==> src/rtl/nexys_rst_pkg.sv <==
// Shared types for the Nexys board reset conditioner.
package nexys_rst_pkg;

  typedef enum logic [1:0] {
    HOLD      = 2'd0,
    WAIT_LOCK = 2'd1,
    STRETCH   = 2'd2,
    RUN       = 2'd3
  } rst_state_e;

  typedef enum logic [1:0] {
    CAUSE_POR  = 2'b00,
    CAUSE_BTN  = 2'b01,
    CAUSE_LOCK = 2'b10
  } rst_cause_e;

  // Width of a counter that must reach n-1; never narrower than one bit.
  function automatic int cnt_width(input int n);
    return (n > 1) ? $clog2(n) : 1;
  endfunction

endpackage

==> src/rtl/nexys_debounce.sv <==
// Two-flop synchroniser followed by a stability-count debouncer.
// The debounced level only follows the synchronised input once it has
// differed from the current level for DEBOUNCE_CYCLES consecutive edges.
module nexys_debounce
  import nexys_rst_pkg::*;
#(
  parameter int   DEBOUNCE_CYCLES = 100000,
  parameter logic RESET_LEVEL     = 1'b1
) (
  input  logic clk_i,
  input  logic rst_ni,
  input  logic async_i,
  output logic level_o
);

  localparam int               CNT_W    = cnt_width(DEBOUNCE_CYCLES);
  localparam logic [CNT_W-1:0] CNT_LAST = CNT_W'(DEBOUNCE_CYCLES - 1);

  logic             sync_p0;
  logic             sync_p1;
  logic             db_q;
  logic [CNT_W-1:0] cnt_q;

  // Bring the asynchronous input into the clk_i domain.
  always_ff @(posedge clk_i) begin
    if (!rst_ni) begin
      sync_p0 <= RESET_LEVEL;
      sync_p1 <= RESET_LEVEL;
    end else begin
      sync_p0 <= async_i;
      sync_p1 <= sync_p0;
    end
  end

  // Accept a level change only after it has been stable long enough.
  always_ff @(posedge clk_i) begin
    if (!rst_ni) begin
      db_q  <= RESET_LEVEL;
      cnt_q <= '0;
    end else if (sync_p1 == db_q) begin
      cnt_q <= '0;
    end else if (cnt_q == CNT_LAST) begin
      db_q  <= sync_p1;
      cnt_q <= '0;
    end else begin
      cnt_q <= cnt_q + CNT_W'(1);
    end
  end

  assign level_o = db_q;

endmodule

==> src/rtl/nexys_reset_conditioner.sv <==
// Board-level reset conditioner for the SoC: combines the debounced
// pushbutton and the synchronised clock-lock indicator into one stretched,
// registered active-low reset, latches boot select on release, and keeps
// a record of why and how often the SoC left RUN.
module nexys_reset_conditioner
  import nexys_rst_pkg::*;
#(
  parameter int DEBOUNCE_CYCLES = 100000,
  parameter int STRETCH_CYCLES  = 1024,
  parameter int COUNT_W         = 8
) (
  input  logic               clk_i,
  input  logic               rst_ni,
  input  logic               btn_reset_ni,
  input  logic               pll_locked_i,
  input  logic               bootsel_sw_i,
  output logic               soc_rst_no,
  output logic               bootsel_o,
  output logic [1:0]         reset_cause_o,
  output logic [COUNT_W-1:0] reset_count_o
);

  localparam int                SCNT_W    = cnt_width(STRETCH_CYCLES);
  localparam logic [SCNT_W-1:0] SCNT_LAST = SCNT_W'(STRETCH_CYCLES - 1);

  logic               btn_db;
  logic               bootsel_db;
  logic               lock_p0;
  logic               lock_p1;
  logic               ok;
  rst_state_e         state_q;
  rst_state_e         state_d;
  logic               scnt_clr;
  logic               scnt_inc;
  logic               run_enter;
  logic               run_exit;
  logic [SCNT_W-1:0]  scnt_q;
  logic               soc_rst_q;
  logic               bootsel_q;
  rst_cause_e         cause_q;
  logic [COUNT_W-1:0] count_q;

  nexys_debounce #(
    .DEBOUNCE_CYCLES (DEBOUNCE_CYCLES),
    .RESET_LEVEL     (1'b1)
  ) u_btn_db (
    .clk_i   (clk_i),
    .rst_ni  (rst_ni),
    .async_i (btn_reset_ni),
    .level_o (btn_db)
  );

  nexys_debounce #(
    .DEBOUNCE_CYCLES (DEBOUNCE_CYCLES),
    .RESET_LEVEL     (1'b0)
  ) u_bootsel_db (
    .clk_i   (clk_i),
    .rst_ni  (rst_ni),
    .async_i (bootsel_sw_i),
    .level_o (bootsel_db)
  );

  // Lock needs no debouncing, only a two-flop synchroniser.
  always_ff @(posedge clk_i) begin
    if (!rst_ni) begin
      lock_p0 <= 1'b0;
      lock_p1 <= 1'b0;
    end else begin
      lock_p0 <= pll_locked_i;
      lock_p1 <= lock_p0;
    end
  end

  assign ok = lock_p1 & btn_db;

  // State register.
  always_ff @(posedge clk_i) begin
    if (!rst_ni) state_q <= HOLD;
    else         state_q <= state_d;
  end

  // Next-state logic and stretch-counter controls.
  always_comb begin
    state_d  = state_q;
    scnt_clr = 1'b0;
    scnt_inc = 1'b0;
    case (state_q)
      HOLD: state_d = WAIT_LOCK;
      WAIT_LOCK: begin
        if (ok) begin
          state_d  = STRETCH;
          scnt_clr = 1'b1;
        end
      end
      STRETCH: begin
        if (!ok)                     state_d  = WAIT_LOCK;
        else if (scnt_q == SCNT_LAST) state_d = RUN;
        else                         scnt_inc = 1'b1;
      end
      RUN: begin
        if (!ok) state_d = WAIT_LOCK;
      end
      default: state_d = HOLD;
    endcase
  end

  assign run_enter = (state_q != RUN) && (state_d == RUN);
  assign run_exit  = (state_q == RUN) && (state_d != RUN);

  // Stretch counter: cleared on every STRETCH entry so an aborted stretch restarts in full.
  always_ff @(posedge clk_i) begin
    if (!rst_ni)       scnt_q <= '0;
    else if (scnt_clr) scnt_q <= '0;
    else if (scnt_inc) scnt_q <= scnt_q + SCNT_W'(1);
  end

  // Registered SoC reset, boot select, last cause and saturating exit count.
  always_ff @(posedge clk_i) begin
    if (!rst_ni) begin
      soc_rst_q <= 1'b0;
      bootsel_q <= 1'b0;
      cause_q   <= CAUSE_POR;
      count_q   <= '0;
    end else begin
      soc_rst_q <= (state_d == RUN);
      if (run_enter) bootsel_q <= bootsel_db;
      if (run_exit) begin
        cause_q <= btn_db ? CAUSE_LOCK : CAUSE_BTN;
        if (count_q != {COUNT_W{1'b1}}) count_q <= count_q + COUNT_W'(1);
      end
    end
  end

  assign soc_rst_no    = soc_rst_q;
  assign bootsel_o     = bootsel_q;
  assign reset_cause_o = cause_q;
  assign reset_count_o = count_q;

endmodule

==> config.mk <==
export PLATFORM = sky130hd
export DESIGN_NAME = nexys_reset_conditioner
export DESIGN_NICKNAME = d
export VERILOG_FILES = /design/src/rtl/nexys_rst_pkg.sv /design/src/rtl/nexys_debounce.sv /design/src/rtl/nexys_reset_conditioner.sv
export SDC_FILE = /design/constraint.sdc
export NUM_CORES = 1
export LEC_CHECK = 0
export BUFFER_PORTS_ARGS = -buffer_cell sky130_fd_sc_hd__buf_2
export CAP_MARGIN = 20
export CELL_PAD_IN_SITES_DETAIL_PLACEMENT = 1
export CELL_PAD_IN_SITES_GLOBAL_PLACEMENT = 1
export CORE_ASPECT_RATIO = 0.75
export CORE_MARGIN = 4
export CORE_UTILIZATION = 46
export CTS_CLUSTER_DIAMETER = 120
export CTS_CLUSTER_SIZE = 14
export DETAILED_ROUTE_END_ITERATION = 10
export PLACE_DENSITY_LB_ADDON = 0.12
export SLEW_MARGIN = 20
export SYNTH_ARGS = -nofsm -noshare
export SYNTH_HDL_FRONTEND = slang
export SYNTH_HIERARCHICAL = 1
export SYNTH_SLANG_ARGS = --single-unit
==> constraint.sdc <==
create_clock -name clk_i -period 1.8 [get_ports clk_i]
set_clock_uncertainty 0.1 [all_clocks]
set_input_delay 0.18 -clock clk_i [delete_from_list [all_inputs] [get_ports clk_i]]
set_output_delay 0.18 -clock clk_i [all_outputs]
set_load 0.02 [all_outputs]
Yosys cells after proc, flatten, opt, wreduce, memory -nomap -nowiden
Index checks and enable logic that the tools add are counted.

Register bits after elaboration: 66. Input bits: 5. Output and inout port bits: 12.

Add/sub/neg operators: 4. Eq/ne operators: 12. Multiplexer cells: 11. Bitwise operators: 4. Reductions and logical operators: 9.

Operators by type and width (count): $add A17 B1 Y17 const B (2); $eq A17 B17 Y1 const B (2); $add A10 B1 Y10 const B (1); $eq A10 B10 Y1 const B (1); $mux W2 (5); $add A8 B1 Y8 const B (1); $ne A8 B8 Y1 const B (1); $pmux W2 S4 (1); $eq A2 B2 Y1 const B (3); $reduce_and A2 Y1 (3); $reduce_or A3 Y1 (2); $mux W1 (5); $ne A2 B2 Y1 const B (2); $not A1 Y1 (3); $eq A1 B1 Y1 (2); $eq A2 B1 Y1 const B (1); $logic_and A1 B1 Y1 (2); $logic_not A2 Y1 (1); $reduce_or A2 Y1 (1); $and A1 B1 Y1 (1).

Logic depth before layout (Yosys ltp)
Depth in word-level cells: 7. Gate-level depth with buffers: 7. Mapped depth without buffers: 5.

By module
The synthesis kept the hierarchy.

By module, submodules not included: nexys_reset_conditioner (instances 1, cells an instance 132, area an instance 1162.4 µm², sequential area each 520.5 µm²); nexys_debounce at u_btn_db (instances 1, cells an instance 92, area an instance 895.9 µm², sequential area each 400.4 µm²); nexys_debounce at u_bootsel_db (instances 1, cells an instance 92, area an instance 884.6 µm², sequential area each 400.4 µm²).

Worst setup path before layout
OpenSTA, ideal clock, no wires.

Kind: reg2reg. Start point: reg count_q[0], in the netlist reset_count_o[0]. End point: reg count_q[6], in the netlist reset_count_o[6]. Setup time: 0.122 ns. Arrival: 1.444 ns. Required time: 1.578 ns. Slack: 0.134 ns. Cell stages (with the launch flop): 6. Buffers on the path: 0. Clock period less this slack: 1.666 ns. Cells stage by stage: dfxtp_1 > ha_1 > nand2_1 > or4b_1 > nor3_1 > a211oi_1.

Cells in the longest elaborated chain, start to end: 2.

Ends and longest elaborated chain: start: declaration (line nexys_reset_conditioner.sv:41) `logic [COUNT_W-1:0] count_q;`; start signal: assignment (line nexys_reset_conditioner.sv:129) `if (count_q != {COUNT_W{1'b1}}) count_q <= count_q + COUNT_W'(1);`; branches (longest 2 deep; another with $add A8 B1 Y8).

Parallel ways; which one is timed is not known. A chain may end at the register's enable or synchronous reset.

Worst setup path in the final report
Start point: reg state_q[1]. End point: reg scnt_q[3].

Cells in the longest elaborated chain, start to end: 3.

Ends and longest elaborated chain: start: declaration (line nexys_reset_conditioner.sv:31) `rst_state_e state_q;`; start signal: assignment (line nexys_reset_conditioner.sv:79) `else state_q <= state_d;`; $eq A2 B1 Y1 (line nexys_reset_conditioner.sv:87) `case (state_q)`; $mux W1 (line nexys_reset_conditioner.sv:87); $reduce_or A2 Y1 (no line); end signal: assignment (line nexys_reset_conditioner.sv:114) `else if (scnt_inc) scnt_q <= scnt_q + SCNT_W'(1);`; end: declaration (line nexys_reset_conditioner.sv:37) `logic [SCNT_W-1:0] scnt_q;`.

Parallel ways exist; a longest one is shown, timed or not.

==> impl_metrics.py <==
metrics = {
    "placed_design": {
        "postPlaceCellArea_um2": 3180,
        "place_ws_ns": -0.0327,
        "numPortBuffers": 16,
        "dp.final_hpwl_um": 4720,
        "place.gp.congestion": 0.747,
        "place_inst": 417,
    },
    "layout": {
        "syn_to_final_growth_pct": 15.3,
        "drive_above_1_share_pct": 19.1,
        "nNetsFinal": 362,
        "final_cell_mix": "dfxtp_1 (65), nor2_1 (42), nand2_1 (22)",
        "final_area_um2": 3390,
        "final_cells": 434,
        "final_core_util_pct": 56.5,
        "final_common_cell": "dfxtp_1",
        "antenna_cells_inserted": 0,
    },
    "synth": {
        "yosysWarnings": 6,
        "synthesis.nets": 325,
        "synth_cells": 316,
        "synth_cell_type_count": 51,
        "ys_ff_latch": 66,
        "syn_area_um2": 2940,
        "synth_area_leaders": "dfxtp_1 (45%), nor2_1 (5.4%), xor2_1 (5.4%), xnor2_1 (3.6%), nand2_1 (2.8%)",
        "yosysTopAreaCellShare_pct": 44.9,
        "ys.flop_type": "dfxtp_1",
        "async_flop_share_pct": 0,
        "synth.largest_area_cell": "dfxtp_1",
        "seq_area_frac_synth_pct": 44.9,
        "synth.avg_cell_area_um2": 9.31,
        "synth_edf_count": 0,
    },
    "power_and_ir_drop": {
        "power_leakage_nw": 1.20,
        "powerDensity_nw_per_um2": 759,
        "peakVddDrop_v": 0.000494,
        "power_mw": 2.58,
    },
    "critical_path": {
        "worstRegToRegCells": 5,
        "worstSetupEndpointType": "flop",
        "cp_slowest_stage_delay_ns": 0.45,
        "cp.required_ns": 1.96,
        "crit_family": "simple AND/OR/NAND/NOR gates",
        "path_depth": 5,
        "critical_path_class": "flop to flop",
        "cp-start-kind": "flop",
        "cp_max_fo": 7,
        "path_buf_inv": 1,
        "critPathArrivalTime_ns": 1.87,
        "cp_slowest_cell": "dfxtp_1",
        "cp_cell_sequence": "and4b_2 > buf_4 > nand4_1 > or3_1 > a21oi_1",
    },
    "timing": {
        "relSlewSlack_pct": 71.9,
        "hold_violations": 0,
        "clock.fmax_ghz": 0.585,
        "rsz0062_at_grt": "false",
        "tightest_slew_ns": 0.416,
        "finalCritPeriodShare_pct": 95.0,
        "min_period_ns": 1.71,
        "slew_viol_final": 0,
        "setup-violations-final": 0,
        "finalWorstSetupSlack_ns": 0.0899,
    },
    "detailed_routing": {
        "ant_nets": 0,
        "drtPass1Iterations": 4,
        "vias": 2410,
        "wl_met3_um": 183,
        "vias_per_cell": 5.55,
        "wl_met2_um": 3310,
        "routedWlPerCell_um": 15.6,
        "dr.max_layer_used": "met4",
        "wirelength_met1_um": 3230,
        "drt-total-wl_um": 6790,
        "drtIter0Drc": 75,
        "post-route-drc-count": 0,
    },
    "floorplan": {
        "num_rows": 24,
        "fp.dieArea_um2": 7750,
        "num_io_pins": 17,
        "initial_core_util_pct": 49.0,
        "die_w_um": 100,
        "die_h_um": 77.3,
        "core_um2": 6010,
    },
    "clock_network": {
        "cts_buffers": 9,
        "cts_tree": "done",
        "cts_setup_buffers": 0,
        "clkLatencyLatePin_ns": 0.33,
        "clock_sinks": 66,
        "htreeDepth": 3,
        "clk_pin_slew_ns": 0.07,
        "cts_buffer_depth": 2,
        "cts-root-buf": "clkbuf_8",
    },
    "global_route": {
        "grt_pass1_wl_um": 11800,
        "grt_use_total_pct": 18.8,
        "antenna_found_initial": 0,
        "grt_max_degree": 21,
        "grt_pass1_vias": 2479,
        "grt-ovfl-total": 0,
    },
    "job": {
        "drv_cap": 0,
    },
    "worst_hold_path": {
        "hold_path_depth": 2,
        "hold_class": "input port to flop",
    },
    "run_status": {
        "status": "finished clean",
    },
}
==> state kept, by name, summed over array words and instances, names as in the netlist, 2 cells and up <==
signal / cells
reset_cause_o: 2
reset_count_o: 8
scnt_q: 10
state_q: 2
u_bootsel_db/cnt_q: 17
u_btn_db/cnt_q: 17
==> Yosys cell counts (2+ instances only) <==
master and n:
buf_2 3, buf_6 2, o21a_1 2, a211oi_1 2, o41ai_1 2, nor4_1 4
nor3_2 3, o21ai_0 11, or4_1 3, nor4b_1 4, nand2_1 22, nand4_1 9
and3_1 2, and2_1 7, xor2_1 18, o31ai_1 5, nand3_2 5, and4bb_2 2
dfxtp_1 66, mux2i_1 5, and4_1 4, nor2_1 42, or3_1 8, a21oi_1 14
ha_1 4, inv_1 6, or3b_1 2, nor3_1 6, nand2b_1 3, xnor2_1 12
nor4bb_1 2, nand4_4 2, nand3_1 16
==> final timing paths <==
path,endpoint,from,slack (ns)
max,scnt_q[3],state_q[1],0.09
min,u_btn_db/level_o,rst_ni,0.11
max reg2reg,scnt_q[3],state_q[1],0.09
min reg2reg,u_btn_db/sync_p1,u_btn_db/sync_p0,0.33
==> through the flow <==
| stage | hold WS [ns] | TNS [ns] |
|---|---|---|
| after floorplan | 0.142 | 0 |
| after global placement | 0.264 | 0 |
| after detailed placement | 0.266 | -0.179 |
| after CTS | 0.0818 | 0 |
| after global routing | 0.126 | 0 |
| final | 0.113 | 0 |
==> kinds of logic (layout without fill, tap and decap cells) <==
logic type,after synthesis,in the layout,synth area share [%]
AO/OA/AOI/OAI,42,42,8.93
XOR/XNOR,30,30,8.93
buffers and inverters,14,54,2.55
adder cells (fa/ha/maj),4,4,1.70
multiplexers,5,5,1.70
flip-flops,66,66,44.9
AND/OR/NAND/NOR,155,155,31.3
==> timing repair <==
action,CTS,global route
hold endpoints to repair,3,0
hold buffers,3,0
pin swaps,0,0
gates resized for setup,2,7
setup endpoints to repair,15,17
==> routing by layer <==
| metal | up-vias | track usage [%] |
|---|---|---|
| li1 | 1213 | - |
| met1 | 1171 | 23.8 |
| met2 | 19 | 30.7 |
| met3 | 7 | 4.81 |
| met4 | 0 | 6.73 |
| met5 | - | 0 |
==> cell type report <==
cell class	instances	area, um2
Multi-Input combinational cell	236	1570
Inverter	7	26.3
Clock buffer	11	141
Tap cell	78	97.6
Sequential cell	66	1320
Timing Repair Buffer	33	215
Clock inverter	3	17.5
Fill cell	712	2610
==> report_power, final <==
| part | switching [mW] | internal, mW | total (mW) |
|---|---|---|---|
| clock | 0.525 | 0.518 | 1.04 |
| sequential | 0.00846 | 1.47 | 1.48 |
| combinational | 0.0343 | 0.0226 | 0.0568 |
==> worst register-to-register path, stage by stage, from the launching register on <==
cell,delay (ns)
dfxtp_1,0.45
and4b_2,0.35
buf_4,0.15
nand4_1,0.11
or3_1,0.34
a21oi_1,0.15
Power figures use the tool's default switching activity.
